===== src/rtl/seq_alu.sv =====
// Sequential ALU: single-cycle add/sub/AND, W-cycle shift-add multiply and restoring divide.
// Define SEQ_ALU_DIV_EN to make op=3 a divide; otherwise op=3 is a bitwise AND.
module seq_alu #(
  parameter int W = 4
) (
  input  logic             clk,
  input  logic             rst_n,
  input  logic             in_valid,
  output logic             in_ready,
  input  logic [W-1:0]     a,
  input  logic [W-1:0]     b,
  input  logic [1:0]       op,
  output logic             out_valid,
  input  logic             out_ready,
  output logic [2*W-1:0]   res,
  output logic [W-1:0]     rem,
  output logic             dz,
  output logic [1:0]       state_dbg
);

  // Handshake: input accepted on a rising edge where in_valid && in_ready;
  // the result is consumed on a rising edge where out_valid && out_ready.
  localparam int CW = $clog2(W + 1);
  localparam int W2 = 2 * W;

  typedef enum logic [1:0] {IDLE = 2'd0, BUSY = 2'd1, DONE = 2'd2} state_t;

  state_t          state;
  logic [CW-1:0]   cnt;
  logic [W2-1:0]   acc;
  logic [W2-1:0]   mcand;
  logic [W-1:0]    mplier;
  logic [W2-1:0]   mul_next;
  logic [W:0]      sub_d;

  assign in_ready  = (state == IDLE);
  assign out_valid = (state == DONE);
  assign state_dbg = state;

  always_comb begin
    mul_next = acc + (mplier[0] ? mcand : '0);
    sub_d    = {1'b0, a} - {1'b0, b};
  end

`ifdef SEQ_ALU_DIV_EN
  logic          div_op;
  logic [W:0]    trial;
  logic          div_ge;
  logic [W-1:0]  div_diff;
  logic [W2-1:0] div_next;

  // acc holds {partial remainder, dividend bits still to shift in / quotient bits}.
  always_comb begin
    trial    = acc[W2-1:W-1];
    div_ge   = (trial >= {1'b0, mplier});
    div_diff = trial[W-1:0] - mplier;
    div_next = {(div_ge ? div_diff : trial[W-1:0]), acc[W-2:0], div_ge};
  end
`endif

  always_ff @(posedge clk or negedge rst_n) begin
    if (!rst_n) begin
      state  <= IDLE;
      cnt    <= '0;
      res    <= '0;
      rem    <= '0;
      dz     <= 1'b0;
      acc    <= '0;
      mcand  <= '0;
      mplier <= '0;
`ifdef SEQ_ALU_DIV_EN
      div_op <= 1'b0;
`endif
    end else begin
      case (state)
        IDLE: begin
          if (in_valid) begin
            cnt    <= CW'(W - 1);
            acc    <= '0;
            mcand  <= W2'(a);
            mplier <= b;
            rem    <= '0;
            dz     <= 1'b0;
`ifdef SEQ_ALU_DIV_EN
            div_op <= (op == 2'd3);
`endif
            case (op)
              2'd0: begin
                res   <= W2'(a) + W2'(b);
                state <= DONE;
              end
              2'd1: state <= BUSY;
              2'd2: begin
                res   <= {{(W-1){sub_d[W]}}, sub_d};
                state <= DONE;
              end
              default: begin
`ifdef SEQ_ALU_DIV_EN
                if (b == '0) begin
                  res   <= W2'({W{1'b1}});
                  rem   <= a;
                  dz    <= 1'b1;
                  state <= DONE;
                end else begin
                  acc   <= W2'(a);
                  state <= BUSY;
                end
`else
                res   <= W2'(a & b);
                state <= DONE;
`endif
              end
            endcase
          end
        end
        BUSY: begin
`ifdef SEQ_ALU_DIV_EN
          if (div_op) begin
            acc <= div_next;
            if (cnt == '0) begin
              res <= W2'(div_next[W-1:0]);
              rem <= div_next[W2-1:W];
            end
          end else
`endif
          begin
            acc    <= mul_next;
            mcand  <= mcand << 1;
            mplier <= mplier >> 1;
            if (cnt == '0) res <= mul_next;
          end
          if (cnt == '0) state <= DONE;
          else           cnt   <= cnt - CW'(1);
        end
        DONE: begin
          if (out_ready) state <= IDLE;
        end
        default: state <= IDLE;
      endcase
    end
  end

endmodule


===== config.mk =====
export PLATFORM = sky130hd
export DESIGN_NAME = seq_alu
export DESIGN_NICKNAME = d
export VERILOG_FILES = /design/src/rtl/seq_alu.sv
export SDC_FILE = /design/constraint.sdc
export NUM_CORES = 1
export LEC_CHECK = 0
export ABC_CLOCK_PERIOD_IN_PS = 2700
export CORE_MARGIN = 10
export CORE_UTILIZATION = 37
export CTS_CLUSTER_DIAMETER = 40
export DETAILED_ROUTE_END_ITERATION = 7
export GPL_TIMING_DRIVEN = 0
export HOLD_SLACK_MARGIN = 0.15
export SLEW_MARGIN = 20
export SYNTH_ARGS = -nofsm -noshare
export SYNTH_HDL_FRONTEND = slang
export SYNTH_SLANG_ARGS = --single-unit

===== constraint.sdc =====
create_clock -name clk -period 2.7 [get_ports clk]
set_clock_uncertainty 0.1 [all_clocks]
set_input_delay 0.405 -clock clk [delete_from_list [all_inputs] [get_ports clk]]
set_output_delay 0.405 -clock clk [all_outputs]
set_load 0.01 [all_outputs]

==> summary.md <==
| Metric | Value |
|---|---|
| Status | finished clean |
| GRT overflow | 0 |
| Initial antenna violation count | 0 |
| Psw | 918 uW |
| Gpl congestion | 0.779 |
| I/O pin count | 31 |
| Asr flop ratio synth | 1.00 |
| Drt pass-1 iters | 4 |
| DRT Wirelength | 5.03 mm |
| Diodes inserted | 0 |
| Filler cells | 549 |
| Final hold vios | 0 |
| Final period demand of the worst path | 2.31 ns |
| Syn Std Cell Area | 2160 sq um |
| Clk sinks | 33 |
| R2R Path Start | mplier[0] |
| Lkg Pwr | 0.00127 uW |
| Clock power frac | 0.159 |
| Dpl hpwl | 3.89 mm |
| Vias | 1708 |
| Die ar. | 9310 sq um |
| Max Clk Rate | 433 MHz |
| Fin crit share | 0.855 |
| WL per Instance | 14.8 um |
| Setup violators final | 0 |
| Iteration-0 DRC Markers | 44 |
| Most frequent CP cell | inv_1 |
| Max Cap Viol | 0 |
| CP peak stage delay | 0.45 ns |
| Worst setup path end | res[4] |
| YS warnings | 0 |
| Ys flop type | dfrtp_1 |
| Reg2reg end | res[6] |
| Flop pwr share | 0.355 |
| Post_cts resized | 0 |
| Final #Nets | 300 |
| Post-route cell area | 2630 sq um |
| Dpl cell area | 2530 sq um |
| Drt drc | 0 |
| Switching share of power | 0.397 |
| CTS tree | yes |
| Sequential cell area fraction in the yosys report | 0.382 |
| FP Rows | 27 |
| Setup total negative slack | 0 ns |
| R2R cell count | 7 |
| Peak VDD IR | 0.580 mV |
| Post-synthesis area per instance | 9.49 sq um |
| CTS HTree Levels | 2 |
| Share of cells above drive strength 1 | 0.120 |
| RSZ-0062 raised after global routing | no |
| PD cells | 880 nW/um^2 |
| Total power | 2310 uW |
| Synth Instances | 228 |
| CP cell instances | clkdlybuf4s50_1, inv_1, ha_1, inv_1, fa_1, a21o_1, a211oi_1, nor2_4, nor2_2, o32a_1 |
| Worst Path Buf+Inv | 3 |
| Vias per cell | 5.04 |
| Die Ht | 96.5 um |
| Hold WC Path Type | register to register |
| Cts bufs inserted | 5 |
| Critical path class | primary input to register |
| Max stage delay cell, worst path | clkdlybuf4s50_1 |
| Pin count of the biggest net entering global routing | 26 |
| Top delay family on crit path | compound AO/OA/AOI/OAI gates |
| Initial core utilization | 0.388 |
| Clk slew on worst S/H paths | 0.07 ns |
| CTS max path bufs | 2 |
| Critical path launch point type | primary input |
| Critical path peak fanout | 3 |
| Netlist cell types | 52 |
| R2r setup slk | 0.44 ns |
| Tot GR Track Use | 0.113 |
| Crit path depth | 10 |
| Critical Path RT | 2.83 ns |
| Clock Latency Late Sink | 0.29 ns |
| Area Overhead vs Synth | 21.4% |
| Crit. End Element | register |
| Post-synth EDFFs | 0 |
| Post-CTS Setup Inserts | 0 |
| Flops & latches, synth | 33 |
| Die Span X | 96.5 um |
| Int Pwr | 1390 uW |
| Max-slew violations | 0 |
| DRT antenna net count | 0 |
| Hold-fix buffers, CTS | 1 |
| CP startpoint | a[0] |
| Core area | 5570 sq um |
| Vias in the first global route | 1676 |
| # port buffers | 25 |
| First-pass GRT wire length | 8.25 mm |
| Clock root buffer | clkbuf_8 |
| Combinational share of power | 0.486 |
| Critical Path AT | 2.44 ns |
==> cell type report <==
type	count	area (sq um)	area share
Buffer	14	91.3	0.0348
Clock buffer	6	72.6	0.0276
Clock inverter	2	10.0	0.00381
Inverter	12	45.0	0.0172
Multi-Input combinational cell	173	1220	0.463
Sequential cell	33	826	0.314
Tap cell	72	90.1	0.0343
Timing Repair Buffer	27	275	0.105
==> registers in the layout (all words and copies together), names as in the netlist <==
register,flops
res,8
cnt,3
acc,8
state_dbg,2
mplier,4
mcand,8
==> how the worst min path moves through the flow <==
stage / startpoint / end / slack, ns / depth (start not counted)
floorplan: rst_n / acc[0] / 0.009 / 0
global placement: acc[3] / acc[3] / 0.38 / 2
detailed placement: rst_n / cnt[0] / 0.18 / 1
CTS: mplier[2] / mplier[2] / 0.40 / 2
global route: rst_n / cnt[0] / 0.42 / 2
finish: mplier[1] / mplier[1] / 0.39 / 2
==> worst reg2reg max path, cell delays in order, from the launching register on <==
cell and delay, ns:
dfrtp_1 0.46, and2_1 0.18, ha_1 0.20, fa_1 0.41, nand3_1 0.13, a21boi_2 0.09, a311o_1 0.40, a211oi_2 0.21
==> synthesized netlist by cell type, types with 2 or more instances <==
master	number	area [sq um]
a211oi_1	3	22.5
and2_1	7	43.8
o211ai_1	3	22.5
nor2b_1	3	18.8
nand2_1	25	93.8
a21o_1	3	22.5
o21ai_0	11	55.1
buf_4	7	52.6
nor3_1	3	15.0
xnor2_1	4	35.0
a22oi_1	2	15.0
nand2b_1	6	37.5
mux2i_1	6	60.1
fa_1	3	60.1
xor2_1	3	26.3
o32a_1	2	20.0
buf_2	4	20.0
ha_1	17	213
a31oi_1	3	18.8
a21oi_1	13	65.1
dfrtp_1	33	826
nand3_1	2	10.0
a22o_1	7	61.3
nor2_1	16	60.1
clkbuf_1	2	7.51
inv_1	11	41.3
o21ai_1	4	20.0
==> cell usage in the layout, fill, tap and decap left out, types with 2 or more instances in the layout <==
cell type / netlist / final
dfrtp_1: 33 / 33
nand2_1: 25 / 25
clkdlybuf4s50_1: 0 / 24
ha_1: 17 / 17
nor2_1: 16 / 16
a21oi_1: 13 / 13
inv_1: 11 / 11
o21ai_0: 11 / 11
and2_1: 7 / 7
buf_4: 7 / 7
a22o_1: 7 / 7
nand2b_1: 6 / 6
mux2i_1: 6 / 6
buf_2: 4 / 5
conb_1: 1 / 5
clkbuf_8: 0 / 5
o21ai_1: 4 / 4
xnor2_1: 4 / 4
clkbuf_1: 2 / 3
nor2b_1: 3 / 3
nor3_1: 3 / 3
a21o_1: 3 / 3
a211oi_1: 3 / 3
a31oi_1: 3 / 3
o211ai_1: 3 / 3
xor2_1: 3 / 3
fa_1: 3 / 3
nand3_1: 2 / 2
o32a_1: 2 / 2
a22oi_1: 2 / 2
clkinv_2: 0 / 2
==> cells by family after synthesis <==
group,after synthesis,share of synthesized area
other cells,1,0.00173
buf+inv,26,0.0630
fa+ha+maj,20,0.126
mux,6,0.0278
xor+xnor,7,0.0283
simple gates,72,0.172
flops,33,0.382
compound gates,63,0.200
==> routing by layer <==
| metal | vias up | track usage | part of all wire |
|---|---|---|---|
| met3 | 7 | 0.0347 | 0.042 |
| met5 | - | 0 | 0 |
| li1 | 863 | - | - |
| met2 | 29 | 0.180 | 0.48 |
| met1 | 809 | 0.146 | 0.47 |
| met4 | 0 | 0.0254 | 0.0079 |
==> power by group through the flow <==
stage	Clock, uW	Combinational (uW)	Sequential (uW)
after floorplan	0	695	831
after global routing	399	1260	853
after global placement	0	1120	828
final	368	1120	819
after CTS	378	1140	819
after detailed placement	0	1130	827
==> through the flow <==
step                cells  setup slack, ns  hold WS, ns   util
floorplan             232            0.633      0.00941      -
global placement      329           0.0773        0.377  0.452
detailed placement    330           0.0705        0.185  0.455
CTS                   339            0.375        0.396  0.471
global route          339            0.247        0.418  0.471
finish                339            0.391        0.390  0.471
No activity file was read; power rests on OpenSTA's default activity.
==> edit, RTL diff (config.mk and constraints unchanged) <==
Build with the macro `SEQ_ALU_DIV_EN` defined.
--- a/src/rtl/seq_alu.sv
+++ b/src/rtl/seq_alu.sv
@@ -2,2 +2,4 @@
 // Define SEQ_ALU_DIV_EN to make op=3 a divide; otherwise op=3 is a bitwise AND.
+`define SEQ_ALU_DIV_EN
+
 module seq_alu #(
Function: changed (a bounded check fails within 4 cycles, from zero or initial values and one cycle with rst_n low).
==> edit against the original RTL <==
  * Non-clock buffer count did not move
  * Total power rose by 65%
  * Combinational power increased by 95%
  * Setup slack worse by 0.19 ns
  * Register-to-register slack lost 0.17 ns
  * Routed wire length increased by 44%
  * Final cell count increased by 31%
  * Sequential cell count rose by 6
  * Area after synthesis grew 28%
  * Cell area is 27% higher
  * Critical endpoint is now res[7]$_DFFE_PN0P_
  * Largest cell class unchanged
==> edit: results (changes against the original RTL) <==
Outcome: complete, no violations
GRT met2 Usage: 21.4% (+3.4 points)
Area share of fa/ha/maj cells after synthesis: 12.4% (-0.20 points)
Drt first-iter violations: 104 (+140%)
Maximum VDD drop: 0.361 mV (-38%)
First element of the critical path: b[0]
Min-Delay Path Depth: 1 (-1)
Xor/xnor share of the synthesized area: 1.58% (-1.2 points)
FF-to-FF setup slack: 0.27 ns (-0.17 ns)
Filler cell count: 735 (+34%)
Leakage: 1.52 nW (+19%)
Final worst-path cycle share: 92.5% (+7.0 points)
WL met1: 3420 µm (+45%)
Number of buffers inserted by port buffering: 29 (+16%)
Fraction of layout instances using a drive strength above 1: 8.41% (-3.6 points)
Wire length of the first global-routing pass: 12300 µm (+49%)
Capture endpoint of the worst hold path: cnt[0]$_DFFE_PN0P_
Detailed-placement wirelength estimate: 5730 µm (+47%)
Biggest fanout along the worst timing path: 5 (+2)
Sequential share of power: 27.0% (-8.5 points)
Met3 WL post-DR: 454 µm (+120%)
Weighted congestion reported at the end of routability-driven placement: 0.820 (+5.3%)
Distinct cells, synth: 59 (+13%)
Share of synthesized area spent on multiplexers: 1.86% (-0.92 points)
Nets: 383 (+28%)
Instance count after placement with tap cells included: 435 (+32%)
Dpl cell area: 0.00319 mm² (+26%)
Pin count of the biggest net entering global routing: 25 (-3.8%)
Length of routed met2 wiring: 3270 µm (+35%)
Cells taking the most area after synthesis: dfrtp_1, ha_1, nand2_1
-- edit: cells by family (layout without fill, tap and decap cells) --
kind of cell	count (synthesis)	count (layout)
AOI/OAI and AO/OA	92	92
xor gates and xnor gates	5	5
adders and majority gates	25	25
buffers and inverters	34	73
DFF	39	39
muxes	5	5
and+or+nand+nor	106	106
-- edit: power by group through the flow --
stage                     clock, mW  sequential [mW]  combinational [mW]
final                         0.597             1.03                2.18
after global routing          0.631             1.07                2.46
after CTS                     0.603             1.03                2.20
after detailed placement          0             1.04                2.18
after global placement            0             1.04                2.14
after floorplan                   0             1.04                1.46
-- edit: layout make-up --
class | count | area, µm² | share of cell area [%]
Tap cell | 99 | 124 | 3.70
Inverter | 24 | 90.1 | 2.69
Clock inverter | 3 | 67.6 | 2.02
Multi-Input combinational cell | 233 | 1620 | 48.5
Timing Repair Buffer | 31 | 315 | 9.42
Sequential cell | 39 | 977 | 29.2
Buffer | 10 | 80.1 | 2.39
Clock buffer | 5 | 68.8 | 2.06
